File: src/rtl/fsm_symbol_tx.sv
// Word-to-symbol serialiser feeding the two-input sequence detector.
// Each 8-bit word leaves as four 2-bit symbols on {X1,X2}, MSB pair first.
module fsm_symbol_tx #(
    parameter int unsigned HOLD_CYCLES = 1,
    parameter logic [1:0]  IDLE_SYM    = 2'b00
) (
    input  logic       clk,
    input  logic       rst_n,
    input  logic [7:0] din,
    input  logic       din_valid,
    output logic       din_ready,
    output logic       X1,
    output logic       X2,
    output logic       sym_valid,
    output logic       busy,
    output logic       done
);

    typedef enum logic {
        IDLE = 1'b0,
        SEND = 1'b1
    } state_t;

    localparam logic [7:0] HOLD_LAST = 8'(HOLD_CYCLES - 1);

    state_t     state;
    logic [7:0] sreg;
    logic [1:0] sym_cnt;
    logic [7:0] hold_cnt;

    // Handshake and status depend only on state and reset, never on din/din_valid.
    assign din_ready = (state == IDLE) && rst_n;
    assign busy      = (state == SEND) && rst_n;

    // NOTE: all state here is updated with non-blocking assignments so every
    // register samples the pre-edge values; blocking here would chain updates.
    always_ff @(posedge clk) begin
        if (!rst_n) begin
            state     <= IDLE;
            sreg      <= 8'h00;
            sym_cnt   <= 2'd0;
            hold_cnt  <= 8'h00;
            {X1, X2}  <= IDLE_SYM;
            sym_valid <= 1'b0;
            done      <= 1'b0;
        end else begin
            done <= 1'b0;
            case (state)
                IDLE: begin
                    {X1, X2}  <= IDLE_SYM;
                    sym_valid <= 1'b0;
                    if (din_valid) begin
                        // First symbol goes straight out; the rest wait in sreg.
                        sreg      <= {din[5:0], 2'b00};
                        {X1, X2}  <= din[7:6];
                        sym_valid <= 1'b1;
                        sym_cnt   <= 2'd0;
                        hold_cnt  <= 8'h00;
                        state     <= SEND;
                    end
                end
                SEND: begin
                    if (hold_cnt != HOLD_LAST) begin
                        hold_cnt <= hold_cnt + 8'd1;
                    end else if (sym_cnt != 2'd3) begin
                        hold_cnt <= 8'h00;
                        sym_cnt  <= sym_cnt + 2'd1;
                        {X1, X2} <= sreg[7:6];
                        sreg     <= {sreg[5:0], 2'b00};
                    end else begin
                        state     <= IDLE;
                        {X1, X2}  <= IDLE_SYM;
                        sym_valid <= 1'b0;
                        done      <= 1'b1;
                    end
                end
                default: state <= IDLE;
            endcase
        end
    end

endmodule

File: config.mk
export PLATFORM = sky130hd
export DESIGN_NAME = fsm_symbol_tx
export DESIGN_NICKNAME = d
export VERILOG_FILES = /design/src/rtl/fsm_symbol_tx.sv
export SDC_FILE = /design/constraint.sdc
export NUM_CORES = 1
export LEC_CHECK = 0
export BUFFER_PORTS_ARGS = -buffer_cell sky130_fd_sc_hd__buf_2
export CAP_MARGIN = 30
export CORE_MARGIN = 5
export CORE_UTILIZATION = 48
export DETAILED_ROUTE_END_ITERATION = 6
export PLACE_DENSITY_LB_ADDON = 0.08
export SETUP_SLACK_MARGIN = 0.2
export SYNTH_ARGS = -nofsm -noshare
export SYNTH_HDL_FRONTEND = slang
export SYNTH_SLANG_ARGS = --single-unit
File: constraint.sdc
create_clock -name clk -period 1.75 [get_ports clk]
set_input_delay 0.2625 -clock clk [delete_from_list [all_inputs] [get_ports clk]]
set_output_delay 0.2625 -clock clk [all_outputs]
set_load 0.01 [all_outputs]
==> results of run 1 <==
layout make-up:
class                   count  area share [%]
multi-input cells          92           47.06
flip-flops and latches     21           30.68
repair buffers             34           16.11
well taps                  28           2.534
clock buffers               3           1.629
inverters                   6           1.629
clock inverters             1          0.3620
registers in the layout, summed over array words and instances, names as in the netlist:
| signal | cells |
|---|---|
| hold_cnt | 8 |
| sreg | 6 |
| sym_cnt | 2 |
| X1 | 1 |
| X2 | 1 |
| done | 1 |
| state | 1 |
| sym_valid | 1 |
through the flow:
stage               setup TNS [ps]  power, mW  hold WS [ps]
CTS                          -1380     0.9067         195.8
global placement            -629.0     0.6558         451.2
floorplan                   -510.6     0.6077         429.0
global route                 -3617     0.9642         194.1
finish                       -1855     0.9142         195.7
detailed placement           -1218     0.6586         470.0
critical path, cell delays in order, from the launching register on:
cell     delay (ps)
dfxtp_2         350
inv_2            40
ha_1            120
or4b_4          510
o41a_4          430
nor2_4          200
mux2i_1         200
power by group:
group          total [mW]  switching (mW)  internal (mW)
Combinational       0.149          0.0842         0.0652
Sequential          0.516          0.0157          0.500
Clock               0.249           0.163         0.0856
Total               0.914           0.263          0.651
routing by layer:
metal,up-vias,wire length [um],track usage [%]
met3,9,165,3.167
met2,37,1298,28.22
met4,0,84,10.60
met5,-,0,0
li1,522,-,-
met1,490,1278,24.24
repair_timing:
item | in CTS | in global routing
gates resized for setup | 6 | 9
setup endpoints to repair | 21 | 21
pin swaps | 2 | 5
buffers inserted | 2 | 0
hold buffers | 0 | 0
cloned | 1 | 0
how the worst max path moves through the flow:
| stage | from | to | cells after the start |
|---|---|---|---|
| after global routing | hold_cnt[1]$_SDFFE_PN0P_ | sym_cnt[1]$_SDFFE_PN0P_ | 6 |
| final | hold_cnt[0]$_SDFFE_PN0P_ | sym_cnt[1]$_SDFFE_PN0P_ | 6 |
| after detailed placement | hold_cnt[0]$_SDFFE_PN0P_ | sym_cnt[1]$_SDFFE_PN0P_ | 6 |
| after floorplan | hold_cnt[0]$_SDFFE_PN0P_ | hold_cnt[7]$_SDFFE_PN0P_ | 6 |
| after CTS | hold_cnt[0]$_SDFFE_PN0P_ | sym_cnt[1]$_SDFFE_PN0P_ | 6 |
| after global placement | hold_cnt[0]$_SDFFE_PN0P_ | hold_cnt[7]$_SDFFE_PN0P_ | 7 |
cells by family after synthesis:
family                     count (synthesis)
DFF                                       21
adders and majority gates                  3
muxes                                      5
AOI/OAI and AO/OA                         33
and+or+nand+nor                           49
xor gates and xnor gates                   1
buffers and inverters                     13
layout by cell type (no fill, tap or decap), types with 3 or more instances in the layout:
| cell | netlist | layout |
|---|---|---|
| dfxtp_1 | 21 | 18 |
| buf_2 | 0 | 16 |
| buf_4 | 1 | 16 |
| nand2_1 | 11 | 11 |
| nor2_1 | 10 | 9 |
| nand3_1 | 7 | 7 |
| a21oi_1 | 9 | 7 |
| nor3_1 | 5 | 5 |
| mux2i_1 | 5 | 5 |
| inv_1 | 5 | 4 |
| o21ai_1 | 4 | 4 |
| a211oi_2 | 0 | 4 |
| nor2b_1 | 3 | 3 |
| o21ai_0 | 4 | 3 |
| ha_1 | 3 | 3 |
| clkbuf_4 | 0 | 3 |
| dfxtp_2 | 0 | 3 |
==> out/qor.yml, run 1 <==
status: "finished, violations left"
violations: "negative setup slack"
rsz0062_at_grt: "true"
ios: 17
grt_pass1_wl_mm: 4.678
fin_util_pct: 63.73
hold_path_depth: 3
worst_slack_ps: -167.2
postSynth.asyncResetShare_pct: 0
yosys-top-cells-area: "dfxtp_1 (39%), mux2i_1 (4.7%), a21oi_1 (4.2%), a211oi_1 (4.2%), nand2_1 (3.9%)"
synth_xor_xnor_area_share_pct: 0.8206
synth_top_family_by_area: "simple AND/OR/NAND/NOR gates"
r2r-end: "sym_cnt[1]$_SDFFE_PN0P_"
die_h_um: 57.16
area_growth_pct: 29.54
syn_area_um2: 1067
regToRegStartpoint: "hold_cnt[0]$_SDFFE_PN0P_"
synth.area.mux_share_pct: 4.689
hold_path.class: "input port to register"
leakage_nw: 0.6110
path_max_fanout: 7
antennaDiodeCount: 0
fin_crit_sh_pct: 109.6
hold_path_end: "sreg[3]$_SDFFE_PN0P_"
max_clock_freq_ghz: 0.5216
endpoint_kind: "register"
clk_pin_slew_ps: 130
numCtsBuffers: 3
ys.warnings.count: 0
num-fill-cells: 211
place_area_um2: 1271
track_usage_pct: 18.41
final_cells: 185
die_area_um2: 3267
synth_most_common_cell: "dfxtp_1"
criticalPathCategory: "register to register"
r2r_slack_ps: -170
vias_per_cell: 5.719
synth-seq-cells: 21
cp.arrival_ps: 2170
drive_above_1_share_pct: 36.31
finalHoldViolCount: 0
core_area_um2: 2170
io_buffer_count: 16
yosys.area.top_type: "dfxtp_1"
dr_total_vias: 1058
critPathRequiredTime_ps: 2000
cts_root_buf: "clkbuf_4"
yosysSeqAreaShare_pct: 39.39
route.antenna.remaining_nets: 0
dpl.cell_count: 178
min_from: "din[1]"
period_needed_ps: 1917
cts_tree: "done"
insertion_delay_ps: 320
worst_pin_slew_ps: 462.7
maxSlewViolCount: 0
dr.first_iter.drc_count: 16
ir_worst_vdd_uv: 456.6
start_kind: "register"
place_congestion: 0.7864
syn-num-nets: 139
wl_per_cell_um: 15.28
nets: 172
ff_latch_area_um2: 424.2
route.detailed.drc: 0
antenna_found_initial: 0
syn_inst: 125
ys.flop_type: "dfxtp_1"
hpwl_mm: 1.914
drtPass1Iterations: 4
fp.dieW_um: 57.16
synth-compound-area-share_pct: 22.04
fp-row-count: 17
skew_ps: 9.416
clock_sinks: 21
multi_input_area_um2: 650.6
reg2regPathDepth: 6
ctsHtreeMaxLevel: 1
synth_cell_types: 37
slew_headroom_pct: 69.04
start_util_pct: 49.19
first_global_vias: 1039
dp_worst_setup_slack_ps: -145.0
grt_overflow_total: 0
setup_viol_count_final: 18
synth.avg_cell_area_um2: 8.538
maxCapViolations: 0
synth_common_cells: "dfxtp_1 (21), nand2_1 (11), nor2_1 (10)"
synth_edf_count: 0
yosys.area_share.simple_pct: 23.92
routed_wl_mm: 2.826
p_per_area_nw_per_um2: 661.2
synthAdderAreaFrac_pct: 3.517
grt_start_max_net_pins: 13
clk_path_buf_depth: 2
final_cell_area_um2: 1383
yosys.area.top_type_share_pct: 39.39
No activity file was read; power rests on OpenSTA's default activity.
==> run 2, diff against run 1 <==
--- a/config.mk
+++ b/config.mk
@@ -11,6 +11,7 @@
 export CORE_UTILIZATION = 48
 export DETAILED_ROUTE_END_ITERATION = 6
 export PLACE_DENSITY_LB_ADDON = 0.08
+export RECOVER_POWER = 50
 export SETUP_SLACK_MARGIN = 0.2
 export SYNTH_ARGS = -nofsm -noshare
 export SYNTH_HDL_FRONTEND = slang
==> run 2 against run 1 <==
  * The flow still finishes with violations (negative setup slack)
  * Combinational power is essentially flat
  * Sequential power about the same
  * Critical path depth stayed put
  * Die area unchanged
  * Via count hardly changed
  * Non-clock buffer count unchanged
  * Utilization is 0.17 points lower
  * Register-to-register slack is essentially flat
  * Power about the same
  * Clock power barely moved
  * Count of clock-buffer cells in the layout unchanged
  * Critical endpoint unchanged
  * Largest cell class unchanged
==> out/qor.yml, run 2 (same netlist as run 1, synthesis figures left out) <==
route.detailed.drc: 0  # unchanged
finalPower_uw: 914.3  # was 914.2 uW
grt_overflow_total: 0  # unchanged
period_needed_ps: 1918  # was 1917 ps
antennaDiodeCount: 0  # unchanged
ctsHtreeMaxLevel: 1  # unchanged
grt_util_met1_pct: 24.24  # unchanged
core_area_um2: 2170  # unchanged
nets: 172  # unchanged
grt.met2_usage_pct: 28.22  # unchanged
cp.arrival_ps: 2170  # about the same
grt_util_met3_pct: 3.167  # unchanged
path_max_fanout: 7  # unchanged
top_usage_layer: "met2"  # unchanged
setup_viol_count_final: 18  # unchanged
worst_slack_ps: -168.4  # was -167.2 ps
max_clock_freq_ghz: 0.5213  # was 0.5216 GHz
routed_wl_mm: 2.834  # was 2.826 mm
first_global_vias: 1039  # unchanged
start_util_pct: 49.19  # unchanged
endpoint_kind: "register"  # unchanged
ff_latch_area_um2: 424.2  # unchanged
regMostFlops: "hold_cnt"  # unchanged
route.antenna.remaining_nets: 0  # unchanged
grt_pass1_wl_mm: 4.678  # unchanged
fin_crit_sh_pct: 109.6  # about the same
cts_root_buf: "clkbuf_4"  # unchanged
ir_worst_vdd_uv: 456.5  # was 456.6 uV
clock_sinks: 21  # unchanged
worst_pin_slew_ps: 462.7  # about the same
criticalPathCategory: "register to register"  # unchanged
wl_per_cell_um: 15.32  # was 15.28 um
vias_per_cell: 5.714  # was 5.719
critPathRequiredTime_ps: 2000  # about the same
p_per_area_nw_per_um2: 663.1  # was 661.2 nW/um^2
hold_path.class: "input port to register"  # unchanged
final_cell_area_um2: 1379  # was 1383 um^2
hpwl_mm: 1.914  # unchanged
dpl.cell_count: 178  # unchanged
clk_pin_slew_ps: 130  # about the same
largest_reg_flops: 8  # unchanged
dr.first_iter.drc_count: 15  # was 16
track_usage_pct: 18.41  # unchanged
slew_headroom_pct: 69.04  # unchanged
maxCapViolations: 0  # unchanged
drive_above_1_share_pct: 34.39  # was 36.31%
place_congestion: 0.7864  # unchanged
max_stage_delay_ps: 510  # about the same
critPathSlowestCell: "or4b_4"  # unchanged
maxSlewViolCount: 0  # unchanged
ios: 17  # unchanged
reg_top3: "hold_cnt x8, sreg x6, sym_cnt x2"  # unchanged
multi_input_area_um2: 650.6  # unchanged
violations: "negative setup slack"  # unchanged
antenna_found_initial: 0  # unchanged
layout_commonest_cell: "dfxtp_1"  # unchanged
insertion_delay_ps: 320  # about the same
final_cells: 185  # unchanged
grt_start_max_net_pins: 13  # unchanged
setup_tns_ps: -1873  # was -1855 ps
num-fill-cells: 213  # was 211
clk_path_buf_depth: 2  # unchanged
rsz0062_at_grt: "true"  # unchanged
io_buffer_count: 16  # unchanged
status: "finished, violations left"  # unchanged
crit_chain: "inv_2 -> ha_1 -> or4b_4 -> o41a_4 -> nor2_4 -> mux2i_1"  # unchanged
die_h_um: 57.16  # unchanged
dr_total_vias: 1057  # was 1,058
ctsHoldBuffers: 0  # unchanged
fp.dieW_um: 57.16  # unchanged
place_area_um2: 1271  # unchanged
numCtsBuffers: 3  # unchanged
cts_tree: "done"  # unchanged
start_kind: "register"  # unchanged
die_area_um2: 3267  # unchanged
drtPass1Iterations: 4  # unchanged
skew_ps: 9.923  # was 9.416 ps
fp-row-count: 17  # unchanged
layout_common_cells: "dfxtp_1 (18), buf_4 (16), buf_2 (13)"  # was dfxtp_1 (18), buf_2 (16), buf_4 (16)
leakage_nw: 0.5988  # was 0.6110 nW
area_growth_pct: 29.19  # was 29.54%
finalHoldViolCount: 0  # unchanged
==> run 2: cell count changes in the layout (fill, tap and decap cells not counted) <==
cell,before,now
clkbuf_1,0,3
buf_2,16,13
==> run 2: layout make-up <==
| type | instances | area share, % |
|---|---|---|
| Sequential cell | 21 | 30.76 |
| Tap cell | 28 | 2.541 |
| Clock buffer | 3 | 1.633 |
| Multi-Input combinational cell | 92 | 47.19 |
| Inverter | 6 | 1.633 |
| Clock inverter | 1 | 0.3630 |
| Timing Repair Buffer | 34 | 15.88 |
==> run 2: worst max-delay path: cells and delay by family (launching register included) <==
family	cells	cell delay, ps
buffers and inverters	1	40
flip-flops	1	350
multiplexers	1	200
AND/OR/NAND/NOR	2	710
adder cells (fa/ha/maj)	1	120
AO/OA/AOI/OAI	1	430
==> run 2: worst paths after layout <==
path	start	end	slack, ps	cells past startpoint
min reg2reg	sym_cnt[1]$_SDFFE_PN0P_	sym_cnt[1]$_SDFFE_PN0P_	480	2
max reg2reg	hold_cnt[0]$_SDFFE_PN0P_	sym_cnt[1]$_SDFFE_PN0P_	-170	6
min	din[1]	sreg[3]$_SDFFE_PN0P_	190	3
max	hold_cnt[0]$_SDFFE_PN0P_	sym_cnt[1]$_SDFFE_PN0P_	-170	6
==> run 2: per-stage QoR <==
| stage | hold WS [ps] | worst slack, ps | util, % |
|---|---|---|---|
| after global routing | 194.1 | -255.4 | 63.55 |
| after CTS | 195.8 | -133.9 | 62.05 |
| final | 194.7 | -168.4 | 63.55 |
| after global placement | 451.2 | -86.17 | 58.59 |
| after detailed placement | 470.0 | -145.0 | 58.59 |
| after floorplan | 429.0 | -161.5 | - |
==> run 2: routing by layer <==
metal | wire, um | share of wire [%]
met1 | 1288 | 45
met5 | 0 | 0
met4 | 84 | 3.0
met3 | 160 | 5.6
met2 | 1301 | 46
==> run 2: timing repair <==
item,in CTS,in global routing
cloned,1,0
pin swaps,2,5
resized for setup,6,9
setup buffers,2,0
endpoints found under the hold margin,0,0
setup endpoints to repair,21,21
==> run 2: power by group <==
part	switching, mW	internal (mW)
logic	0.0842	0.0643
registers	0.0159	0.500
clock network	0.164	0.0857
==> run 3, diff against run 2 <==
--- a/config.mk
+++ b/config.mk
@@ -9,6 +9,7 @@
 export CAP_MARGIN = 30
 export CORE_MARGIN = 5
 export CORE_UTILIZATION = 48
+export CTS_CLUSTER_DIAMETER = 30
 export DETAILED_ROUTE_END_ITERATION = 6
 export PLACE_DENSITY_LB_ADDON = 0.08
 export RECOVER_POWER = 50
==> constraint.sdc (replaced) <==
create_clock -name clk -period 1.6 [get_ports clk]
set_input_delay 0.24 -clock clk [delete_from_list [all_inputs] [get_ports clk]]
set_output_delay 0.24 -clock clk [all_outputs]
set_load 0.01 [all_outputs]
==> run 3 against run 2 <==
  * The run still ends with negative setup slack left
  * First-iteration DRC count rose by 33%
  * Die area is the same
  * Clock power increased by 6%
  * Sequential cell count unchanged
  * Combinational power rose by 4%
  * Non-clock buffer count increased by 3
  * Critical path depth increased by 1
  * Highest routed layer unchanged
==> out/qor.yml, run 3 (same netlist as run 1, synthesis figures left out) <==
vias_per_cell: 5.548  # was 5.714
hpwl_mm: 1.851  # was 1.914 mm
rsz0062_at_grt: "true"  # unchanged
status: "finished, violations left"  # unchanged
start_kind: "register"  # unchanged
route.antenna.remaining_nets: 0  # unchanged
cp.arrival_ps: 2130  # was 2170 ps
grt.met2_usage_pct: 27.08  # was 28.22%
routed_wl_mm: 2.788  # was 2.834 mm
die_area_um2: 3267  # unchanged
drive_above_1_share_pct: 38.13  # was 34.39%
r2r-end: "hold_cnt[0]$_SDFFE_PN0P_"  # was sym_cnt[1]$_SDFFE_PN0P_
hold_path.class: "input port to register"  # unchanged
fin_crit_sh_pct: 118.6  # was 109.6%
cts_tree: "done"  # unchanged
route.detailed.drc: 0  # unchanged
clk_pin_slew_ps: 130  # about the same
place_congestion: 0.8028  # was 0.7864
p_per_area_nw_per_um2: 690.3  # was 663.1 nW/um^2
max_clock_freq_ghz: 0.5268  # was 0.5213 GHz
critPathRequiredTime_ps: 1830  # was 2000 ps
leakage_nw: 0.6059  # was 0.5988 nW
io_buffer_count: 16  # unchanged
worst_pin_slew_ps: 500.7  # was 462.7 ps
insertion_delay_ps: 310  # was 320 ps
start_util_pct: 49.19  # unchanged
violations: "negative setup slack"  # unchanged
reg2regPathDepth: 7  # was 6
grt_util_met1_pct: 23.35  # was 24.24%
numCtsBuffers: 3  # unchanged
regMostFlops: "hold_cnt"  # unchanged
wl_per_cell_um: 14.83  # was 15.32 um
final_cell_area_um2: 1425  # was 1379 um^2
layout_commonest_cell: "buf_4"  # was dfxtp_1
worst_slack_ps: -298.2  # was -168.4 ps
final_cells: 188  # was 185
finalHoldViolCount: 0  # unchanged
ctsHtreeMaxLevel: 1  # unchanged
reg_top3: "hold_cnt x8, sreg x6, sym_cnt x2"  # unchanged
maxCapViolations: 0  # unchanged
criticalPathCategory: "register to register"  # unchanged
startpoint: "hold_cnt[0]$_SDFFE_PN0P_"  # unchanged
grt_pass1_wl_mm: 4.588  # was 4.678 mm
dr.first_iter.drc_count: 20  # was 15
core_area_um2: 2170  # unchanged
place_area_um2: 1271  # unchanged
maxSlewViolCount: 0  # unchanged
slew_headroom_pct: 66.50  # was 69.04%
layout_common_cells: "buf_4 (19), dfxtp_1 (18), buf_2 (13)"  # was dfxtp_1 (18), buf_4 (16), buf_2 (13)
grt_util_met3_pct: 3.394  # was 3.167%
grt_overflow_total: 0  # unchanged
nets: 175  # was 172
ir_worst_vdd_uv: 659.0  # was 456.5 uV
largest_reg_flops: 8  # unchanged
area_growth_pct: 33.53  # was 29.19%
endpoint: "hold_cnt[0]$_SDFFE_PN0P_"  # was sym_cnt[1]$_SDFFE_PN0P_
num-fill-cells: 202  # was 213
ios: 17  # unchanged
first_global_vias: 1026  # was 1,039
fp.dieW_um: 57.16  # unchanged
antennaDiodeCount: 0  # unchanged
endpoint_kind: "register"  # unchanged
cts_root_buf: "clkbuf_4"  # unchanged
setup_viol_count_final: 20  # was 18
clk_path_buf_depth: 2  # unchanged
dr_total_vias: 1043  # was 1,057
dpl.cell_count: 178  # unchanged
period_needed_ps: 1898  # was 1918 ps
skew_ps: 6.578  # was 9.923 ps
path_max_fanout: 6  # was 7
grt_start_max_net_pins: 13  # unchanged
antenna_found_initial: 0  # unchanged
track_usage_pct: 17.46  # was 18.41%
setup_tns_ps: -4710  # was -1873 ps
dp_worst_setup_slack_ps: -291.3  # was -145.0 ps
top_usage_layer: "met2"  # unchanged
drtPass1Iterations: 4  # unchanged
r2r_slack_ps: -300  # was -170 ps
clock_sinks: 21  # unchanged
finalPower_uw: 983.7  # was 914.3 uW
regToRegStartpoint: "hold_cnt[0]$_SDFFE_PN0P_"  # unchanged
fp-row-count: 17  # unchanged
die_h_um: 57.16  # unchanged
run 3: cell count changes in the layout (fill, tap and decap cells not counted), sizes merged:
cell,delta
buf,+3
run 3: timing repair:
item / in CTS / in global routing
cloned: 1 / 1
hold buffers: 0 / 0
setup buffers: 0 / 4
gates resized for setup: 2 / 20
pin swaps: 2 / 7
endpoints found under the setup margin: 22 / 22
run 3: layout make-up:
| cell class | instances | area (um^2) | share of cell area, % |
|---|---|---|---|
| clock buffers | 3 | 22.52 | 1.580 |
| clock inverters | 1 | 5.005 | 0.3512 |
| inverters | 6 | 22.52 | 1.580 |
| multi-input cells | 92 | 674.4 | 47.32 |
| flip-flops and latches | 21 | 424.2 | 29.76 |
| well taps | 28 | 35.03 | 2.458 |
| repair buffers | 37 | 241.5 | 16.94 |
run 3: per-layer routing:
| metal | up-vias | share of wire (%) |
|---|---|---|
| li1 | 530 | - |
| met1 | 482 | 49 |
| met2 | 27 | 44 |
| met3 | 4 | 5.2 |
| met4 | 0 | 1.2 |
| met5 | - | 0 |
run 3: critical path: stages (launching register included):
cell	delay (ps)
dfxtp_2	340
inv_2	60
ha_4	120
or4b_4	500
o41a_4	420
buf_4	150
xnor2_1	110
nor3_1	120
run 3: worst min-delay path by stage:
stage | from | endpoint | slack, ps | depth (start not counted)
2_1_floorplan | din[0] | sreg[2]$_SDFFE_PN0P_ | 410 | 2
3_3_place_gp | sym_cnt[1]$_SDFFE_PN0P_ | sym_cnt[1]$_SDFFE_PN0P_ | 450 | 2
3_5_place_dp | sym_cnt[1]$_SDFFE_PN0P_ | sym_cnt[1]$_SDFFE_PN0P_ | 470 | 2
4_1_cts | din[1] | sreg[3]$_SDFFE_PN0P_ | 190 | 3
5_1_grt | din[0] | sreg[2]$_SDFFE_PN0P_ | 190 | 3
6_report | din[0] | sreg[2]$_SDFFE_PN0P_ | 190 | 3
run 3: power breakdown:
group	internal, mW	switching (mW)	leakage (nW)	total (mW)
Combinational	0.0679	0.0868	0.416	0.155
Clock	0.0934	0.171	0.0177	0.264
Sequential	0.547	0.0174	0.173	0.565
run 3: through the flow:
stage                     utilization [%]  hold WS, ps
after global routing                65.69        193.1
final                               65.69        189.7
after global placement              58.59        451.0
after floorplan                         -        406.5
after CTS                           60.73        185.2
after detailed placement            58.59        471.3
